File: src/rtl/bcd_to_binary_seq_pkg.sv
// rtl/bcd_to_binary_seq_pkg.sv - shared types, constants and width helper for the BCD-to-binary converter
// Optional macro BCD_CHECK_EN selects the digit-range check and the matching width bound.
package bcd_pkg;

  typedef enum logic [1:0] {
    IDLE,
    CONV,
    DONE
  } state_t;

  localparam int DIGIT_W = 4;
  localparam logic [DIGIT_W-1:0] BCD_MAX_DIGIT = 4'd9;

  // Smallest output width that can hold the largest reachable result.
  function automatic int min_bin_w(input int digits);
    longint pow;
    longint max_val;
    int     w;
    pow = 1;
    for (int i = 0; i < digits; i++) pow = pow * 10;
`ifdef BCD_CHECK_EN
    max_val = pow - 1;
`else
    max_val = (15 * (pow - 1)) / 9;
`endif
    w = 1;
    while ((longint'(1) << w) <= max_val) w++;
    return w;
  endfunction

endpackage

File: src/rtl/bcd_to_binary_seq_if.sv
// rtl/bcd_to_binary_seq_if.sv - input/output valid-ready bundle of the BCD-to-binary converter
// Optional macro BCD_CHECK_EN (affects only the default BIN_W).
interface bcd_to_binary_seq_if
  import bcd_pkg::*;
#(
  parameter int DIGITS = 4,
  parameter int BIN_W  = min_bin_w(DIGITS)
);

  logic                  in_valid;
  logic                  in_ready;
  logic [4*DIGITS-1:0]   bcd_in;
  logic                  out_valid;
  logic                  out_ready;
  logic [BIN_W-1:0]      bin_out;
  logic                  err;

  modport master (
    output in_valid, bcd_in, out_ready,
    input  in_ready, out_valid, bin_out, err
  );

  modport slave (
    input  in_valid, bcd_in, out_ready,
    output in_ready, out_valid, bin_out, err
  );

endinterface

File: src/rtl/bcd_to_binary_seq_digit_mac.sv
// rtl/bcd_to_binary_seq_digit_mac.sv - combinational acc*10 + digit step
// Optional macro BCD_CHECK_EN adds the digit_bad flag.
module bcd_digit_mac
  import bcd_pkg::*;
#(
  parameter int BIN_W = 14
) (
  input  logic [BIN_W-1:0]   acc_in,
  input  logic [DIGIT_W-1:0] digit,
`ifdef BCD_CHECK_EN
  output logic               digit_bad,
`endif
  output logic [BIN_W-1:0]   acc_out
);

  logic [BIN_W+3:0] acc_ext;
  logic [BIN_W+3:0] wide;
  logic             unused_hi;

  // The width rule guarantees the top four bits are always zero.
  assign acc_ext   = {4'b0000, acc_in};
  assign wide      = (acc_ext << 3) + (acc_ext << 1) + {{BIN_W{1'b0}}, digit};
  assign acc_out   = wide[BIN_W-1:0];
  assign unused_hi = ^wide[BIN_W+3:BIN_W];

`ifdef BCD_CHECK_EN
  assign digit_bad = (digit > BCD_MAX_DIGIT);
`endif

endmodule

File: src/rtl/bcd_to_binary_seq.sv
// rtl/bcd_to_binary_seq.sv - sequential packed-BCD to binary converter, one digit per clock, MSD first
// Optional macro BCD_CHECK_EN enables the sticky digit-range error.
module bcd_to_binary_seq
  import bcd_pkg::*;
#(
  parameter int DIGITS = 4,
  parameter int BIN_W  = min_bin_w(DIGITS)
) (
  input  logic                clk,
  input  logic                rst,
  bcd_to_binary_seq_if.slave  bus
);

  localparam int CNT_W = (DIGITS > 1) ? $clog2(DIGITS) : 1;

  if (DIGITS < 1 || DIGITS > 8) begin : g_digits_check
    $error("bcd_to_binary_seq: DIGITS must be 1..8");
  end
  if (BIN_W < min_bin_w(DIGITS)) begin : g_bin_w_check
    $error("bcd_to_binary_seq: BIN_W too small for DIGITS");
  end

  state_t              state;
  state_t              state_n;
  logic [BIN_W-1:0]    acc;
  logic [BIN_W-1:0]    mac_out;
  logic [CNT_W-1:0]    cnt;
  logic [4*DIGITS-1:0] sreg;
  logic [DIGIT_W-1:0]  digit;
  logic                err_q;
  logic                bad_now;
  logic                in_ready;
  logic                out_valid;

  // The most significant remaining digit always sits at the top of sreg.
  assign digit = sreg[4*DIGITS-1 -: DIGIT_W];

`ifdef BCD_CHECK_EN
  logic digit_bad;

  bcd_digit_mac #(.BIN_W(BIN_W)) u_mac (
    .acc_in    (acc),
    .digit     (digit),
    .digit_bad (digit_bad),
    .acc_out   (mac_out)
  );

  assign bad_now = err_q | digit_bad;
`else
  bcd_digit_mac #(.BIN_W(BIN_W)) u_mac (
    .acc_in  (acc),
    .digit   (digit),
    .acc_out (mac_out)
  );

  assign bad_now = 1'b0;
`endif

  always_comb begin
    state_n   = state;
    in_ready  = 1'b0;
    out_valid = 1'b0;
    case (state)
      IDLE: begin
        in_ready = 1'b1;
        if (bus.in_valid) state_n = CONV;
      end
      CONV: begin
        if (cnt == '0) state_n = DONE;
      end
      DONE: begin
        out_valid = 1'b1;
        if (bus.out_ready) state_n = IDLE;
      end
      default: state_n = IDLE;
    endcase
  end

  always_ff @(posedge clk) begin
    if (rst) begin
      state <= IDLE;
      acc   <= '0;
      cnt   <= '0;
      sreg  <= '0;
      err_q <= 1'b0;
    end else begin
      state <= state_n;
      case (state)
        IDLE: begin
          if (bus.in_valid) begin
            sreg  <= bus.bcd_in;
            acc   <= '0;
            err_q <= 1'b0;
            cnt   <= CNT_W'(DIGITS - 1);
          end
        end
        CONV: begin
          sreg  <= sreg << DIGIT_W;
          cnt   <= cnt - 1'b1;
          err_q <= bad_now;
          // A bad word reports zero so the sink never consumes a bogus value.
          acc   <= (cnt == '0 && bad_now) ? '0 : mac_out;
        end
        default: ;
      endcase
    end
  end

  assign bus.in_ready  = in_ready;
  assign bus.out_valid = out_valid;
  assign bus.bin_out   = acc;
  assign bus.err       = err_q;

endmodule

File: src/flat_wrapper.sv
// flat-port wrapper written by rule: the top's interface ports become plain ports
module bcd_to_binary_seq_flat import bcd_pkg::*;
#(
  parameter int DIGITS = 4,
  parameter int BIN_W  = min_bin_w(DIGITS)
)
  (clk, rst, bus_in_valid, bus_bcd_in, bus_out_ready, bus_in_ready, bus_out_valid, bus_bin_out, bus_err);
  bcd_to_binary_seq_if #(.DIGITS(DIGITS), .BIN_W(BIN_W)) bus_i ();
  input  logic clk;
  input  logic rst;
  input wire logic [$bits(bus_i.in_valid)-1:0] bus_in_valid;
  input wire logic [$bits(bus_i.bcd_in)-1:0] bus_bcd_in;
  input wire logic [$bits(bus_i.out_ready)-1:0] bus_out_ready;
  output wire logic [$bits(bus_i.in_ready)-1:0] bus_in_ready;
  output wire logic [$bits(bus_i.out_valid)-1:0] bus_out_valid;
  output wire logic [$bits(bus_i.bin_out)-1:0] bus_bin_out;
  output wire logic [$bits(bus_i.err)-1:0] bus_err;
  assign bus_i.in_valid = bus_in_valid;
  assign bus_i.bcd_in = bus_bcd_in;
  assign bus_i.out_ready = bus_out_ready;
  assign bus_in_ready = bus_i.in_ready;
  assign bus_out_valid = bus_i.out_valid;
  assign bus_bin_out = bus_i.bin_out;
  assign bus_err = bus_i.err;
  bcd_to_binary_seq #(.DIGITS(DIGITS), .BIN_W(BIN_W)) u_core (.clk(clk), .rst(rst), .bus(bus_i));
endmodule
File: config.mk
export PLATFORM = sky130hd
export DESIGN_NAME = bcd_to_binary_seq_flat
export DESIGN_NICKNAME = d
export VERILOG_FILES = /design/src/rtl/bcd_to_binary_seq_pkg.sv /design/src/rtl/bcd_to_binary_seq_if.sv /design/src/rtl/bcd_to_binary_seq_digit_mac.sv /design/src/rtl/bcd_to_binary_seq.sv /design/src/flat_wrapper.sv
export SDC_FILE = /design/constraint.sdc
export NUM_CORES = 1
export LEC_CHECK = 0
export ABC_AREA = 1
export BUFFER_PORTS_ARGS = -buffer_cell sky130_fd_sc_hd__buf_4
export CORE_MARGIN = 10
export CORE_UTILIZATION = 35
export DETAILED_ROUTE_END_ITERATION = 8
export SETUP_SLACK_MARGIN = 0.15
export SLEW_MARGIN = 20
export SYNTH_ARGS = -nofsm -noshare
export SYNTH_HDL_FRONTEND = slang
export SYNTH_SLANG_ARGS = --single-unit
File: constraint.sdc
create_clock -name clk -period 2.4 [get_ports clk]
set_input_delay 0.24 -clock clk [delete_from_list [all_inputs] [get_ports clk]]
set_output_delay 0.24 -clock clk [all_outputs]
set_load 0.005 [all_outputs]
==> results by stage <==
Outcome:
- The run finished with clean final reports.

Floorplanning:
- For this design the top-level I/O count stands at 38.
- The initial utilization of the core area, before any placement, comes to 0.3675.
- After floorplanning, the core was sized to cover 0.006459 mm².
- The die extent in x is about 100 µm.
- In this run the vertical extent of the chip is roughly 100 µm.
- The number of core rows is 29.
- The die area is 0.01048 mm².

STA:
- The minimum setup slack in the final design is 312.6 ps.
- The slew at the pin closest to its max-slew limit is 540.7 ps.
- Setup repair after global routing could not meet its margin everywhere.
- The tightest slew margin relative to the limit is 0.6391.
- The number of max-slew violations in the final report is 0.
- Of the available clock period, the critical path in the final layout requires 0.8698.
- The final count of negative-setup-slack endpoints is 0.
- The worst path needs 2087 ps of the cycle, external delays included.
- The maximum clock rate is 0.4791 GHz.
- For the final routed database, the setup TNS stands at 0 ps.
- The total count of hold-check failures in the final report is 0.
- The worst-case clock skew is 10.04 ps.
- The final hold slack is 196.0 ps.

Global route:
- The number of global-route vias before repair is 2178.
- The wire length of the first global-routing pass is roughly 9.9 mm.
- The sum of overflow across all layers after global routing is 0.
- The number of antenna violations at the first check in global routing is 0.
- For this run, the total global-route usage over all layers was measured as 0.1149.
- Entering global routing, the biggest net connects 26 pins.

Drt:
- The iteration-0 DRC count of the detailed router is 70.
- The vias per cell is 4.903.
- The total via count in the routed design is 2182.
- Once detail routing completed, the nets flagged for antenna violations numbered 0.
- The remaining design rule violation count is 0.
- The routed design has roughly 5.7 mm of wire.
- The mean routed wirelength per cell is roughly 13 µm.
- The number of detailed-route iterations in the first pass is 4.

Placement:
- The final weighted congestion in routability-driven placement is 0.8384.
- The number of buffers inserted by port buffering is 36.
- OpenSTA, run right after detailed placement, puts the worst setup slack at approximately 160 ps.
- Summed over all nets, the half-perimeter wirelength after detailed placement is 4.350 mm.

Logic synthesis:
- Averaged over all synthesized cells, the footprint is 7.128 µm².
- The mapped netlist covers around 0.0024 mm².
- When the netlist entered floorplanning its net count stood at 380.
- Yosys attributes the largest share of cell area to dfxtp_1, nand2_1, ha_1.
- The count of state elements after synthesis is 35.
- The count of yosys warnings during synthesis is 0.
- The post-synthesis cell count is 333.
- The largest area contributor in the netlist is dfxtp_1.
- For this run, the register share of the synthesized area comes to 0.2952.
- The share of synthesized area in the top cell type comes to 0.2952.
- The number of different library cells used by synthesis comes to 31.

CTS:
- The clock transition at the register clock pins on the worst setup and hold paths after CTS is 80 ps.
- The H-tree was split into 2 levels.
- The clock latency on the worst-skew pair is 290 ps.
- The cell sitting at the root of the clock tree is a clkbuf_8.
- Counting the buffers created by CTS gives 5.
- After clock tree synthesis, the setup repair step added 0 buffers.
- The clock passes through at most 2 buffers.
- The clock tree from TritonCTS is yes.
- For this design, the sink count on the clock tree is 35.
- In this run, post-CTS hold repair placed 0 buffers.

Layout:
- The number of diodes is 0.
- The final design utilization is 0.4355.
- The share of post-route cells with drive strength above 1 is 0.1902.
- The final-stage net count is 414.
- The area growth from synthesis to final layout is 18.50%.

Critical path:
- The cell with the largest stage delay on the worst path is fa_1.
- Walking the worst path, the cells encountered are inv_1, fa_1, fa_2, inv_2, nand3_1, nand3_2, inv_1, o21bai_1, nand2_1, nand3_1, a21oi_1.
- The worst setup path is of the reg -> reg kind.
- The capturing element type of the critical path is a flop.
- Of all nets on the critical path, the largest fanout is 5.
- The required time of the worst setup path is 2580 ps.
- Across all register-to-register paths, the minimum setup slack is 310 ps.
- For the worst setup path, the data arrival time is 2270 ps.
- The delay contributed by the slowest stage of the critical path is around 520 ps.
- STA classifies the critical path startpoint as a flop.

Min path:
- The class of the most critical hold timing path is in -> reg.

Power:
- The cell area power density is 564.6 mW/mm².
- The leakage power is 1.434 nW.
- Summing internal, switching and leakage power gives 1.588 mW.
- VDD sags by at most 379.4 µV.

Flow run:
- The tool flagged a number of max-cap violations equal to 0.
layout make-up:
class                      count  area, µm²
fill                         672       3646
multi-input combinational    236       1400
sequential                    35      701.9
timing repair buffer          38      285.3
inverter                      51      196.4
tap                           77      96.34
clock buffer                   6      72.57
clock inverter                 2      60.06
power breakdown:
part	internal, mW	total, mW	switching, mW
registers	0.627	0.657	0.0301
logic	0.114	0.285	0.172
clock network	0.416	0.646	0.230
total	1.16	1.59	0.432
flip-flops by register name (all words and copies together) (netlist names):
name,flops
u_core.state,2
u_core.bus.bin_out,15
u_core.sreg,16
u_core.cnt,2
metal layers:
| metal | share of wire | global-route usage | up-vias |
|---|---|---|---|
| met2 | 0.43 | 0.1827 | 39 |
| met5 | 0 | 0 | - |
| met1 | 0.49 | 0.1459 | 974 |
| met3 | 0.062 | 0.03846 | 5 |
| met4 | 0.010 | 0.02928 | 0 |
| li1 | - | - | 1164 |
worst paths after layout:
kind,from,to,cells past startpoint
worst min-delay path,bus_out_ready,u_core.state[1],4
worst max-delay path,u_core.sreg[15],u_core.bus.bin_out[10],11
worst min register to register,u_core.sreg[0],u_core.sreg[0],2
worst max register to register,u_core.sreg[15],u_core.bus.bin_out[10],11
stage by stage:
step,instances,instance area [µm²]
3_3_place_gp,437,2666
2_1_floorplan,333,2374
3_5_place_dp,437,2666
6_report,445,2813
4_1_cts,445,2804
5_1_grt,445,2813
cell usage after synthesis, drive strengths merged:
cell / count
nand3: 18
a31oi: 1
a21oi: 41
o21ai: 17
ha: 25
a221oi: 1
nand2: 94
dfxtp: 35
o21bai: 1
nand3b: 1
nor2: 15
clkbuf: 2
buf: 9
conb: 1
nand4: 5
inv: 51
o22ai: 11
o21a: 1
or2: 2
fa: 2
cells by family (layout without fill, tap and decap cells):
logic type	after synthesis	after routing	share of synthesized area
AND/OR/NAND/NOR	135	135	0.2520
adder cells (fa/ha/maj)	27	27	0.1487
other	1	1	0.001580
buffers and inverters	62	97	0.1202
AO/OA/AOI/OAI	73	73	0.1824
flip-flops	35	35	0.2952
critical path: cells and delay by family, from the launching register on:
kind	cells	cell delay, ps
AO/OA/AOI/OAI	2	170
flip-flops	1	330
AND/OR/NAND/NOR	4	340
buffers and inverters	3	210
adder cells (fa/ha/maj)	2	920
layout by cell type, fill, tap and decap left out:
cell       Yosys  layout
nand3b_1       1       1
nand3_2        0       2
a31oi_1        1       1
buf_4          3      38
o21ai_0        9       9
a221oi_2       1       1
dfxtp_2        0       1
inv_2          3       4
nand3_1       18      16
clkbuf_8       0       5
nand4_1        5       5
or2_0          1       1
a21oi_1       39      39
fa_1           2       1
o21bai_1       1       1
o21a_1         1       1
or2_2          1       1
ha_1          25      25
o22ai_1       11      11
a21oi_2        2       2
nor2_1        12      12
nand2_4        1       1
nor2_4         1       1
inv_1         47      46
dfxtp_1       35      34
conb_1         1       1
nor2_8         2       2
clkbuf_1       2       1
fa_2           0       1
inv_6          1       1
bufinv_16      0       2
nand2_1       93      93
o21ai_2        8       8
timing repair:
action,in CTS,in global routing
pin swaps,0,1
hold endpoints to repair,0,0
resized for setup,1,4
endpoints found under the setup margin,1,7
Power figures use the tool's default switching activity.
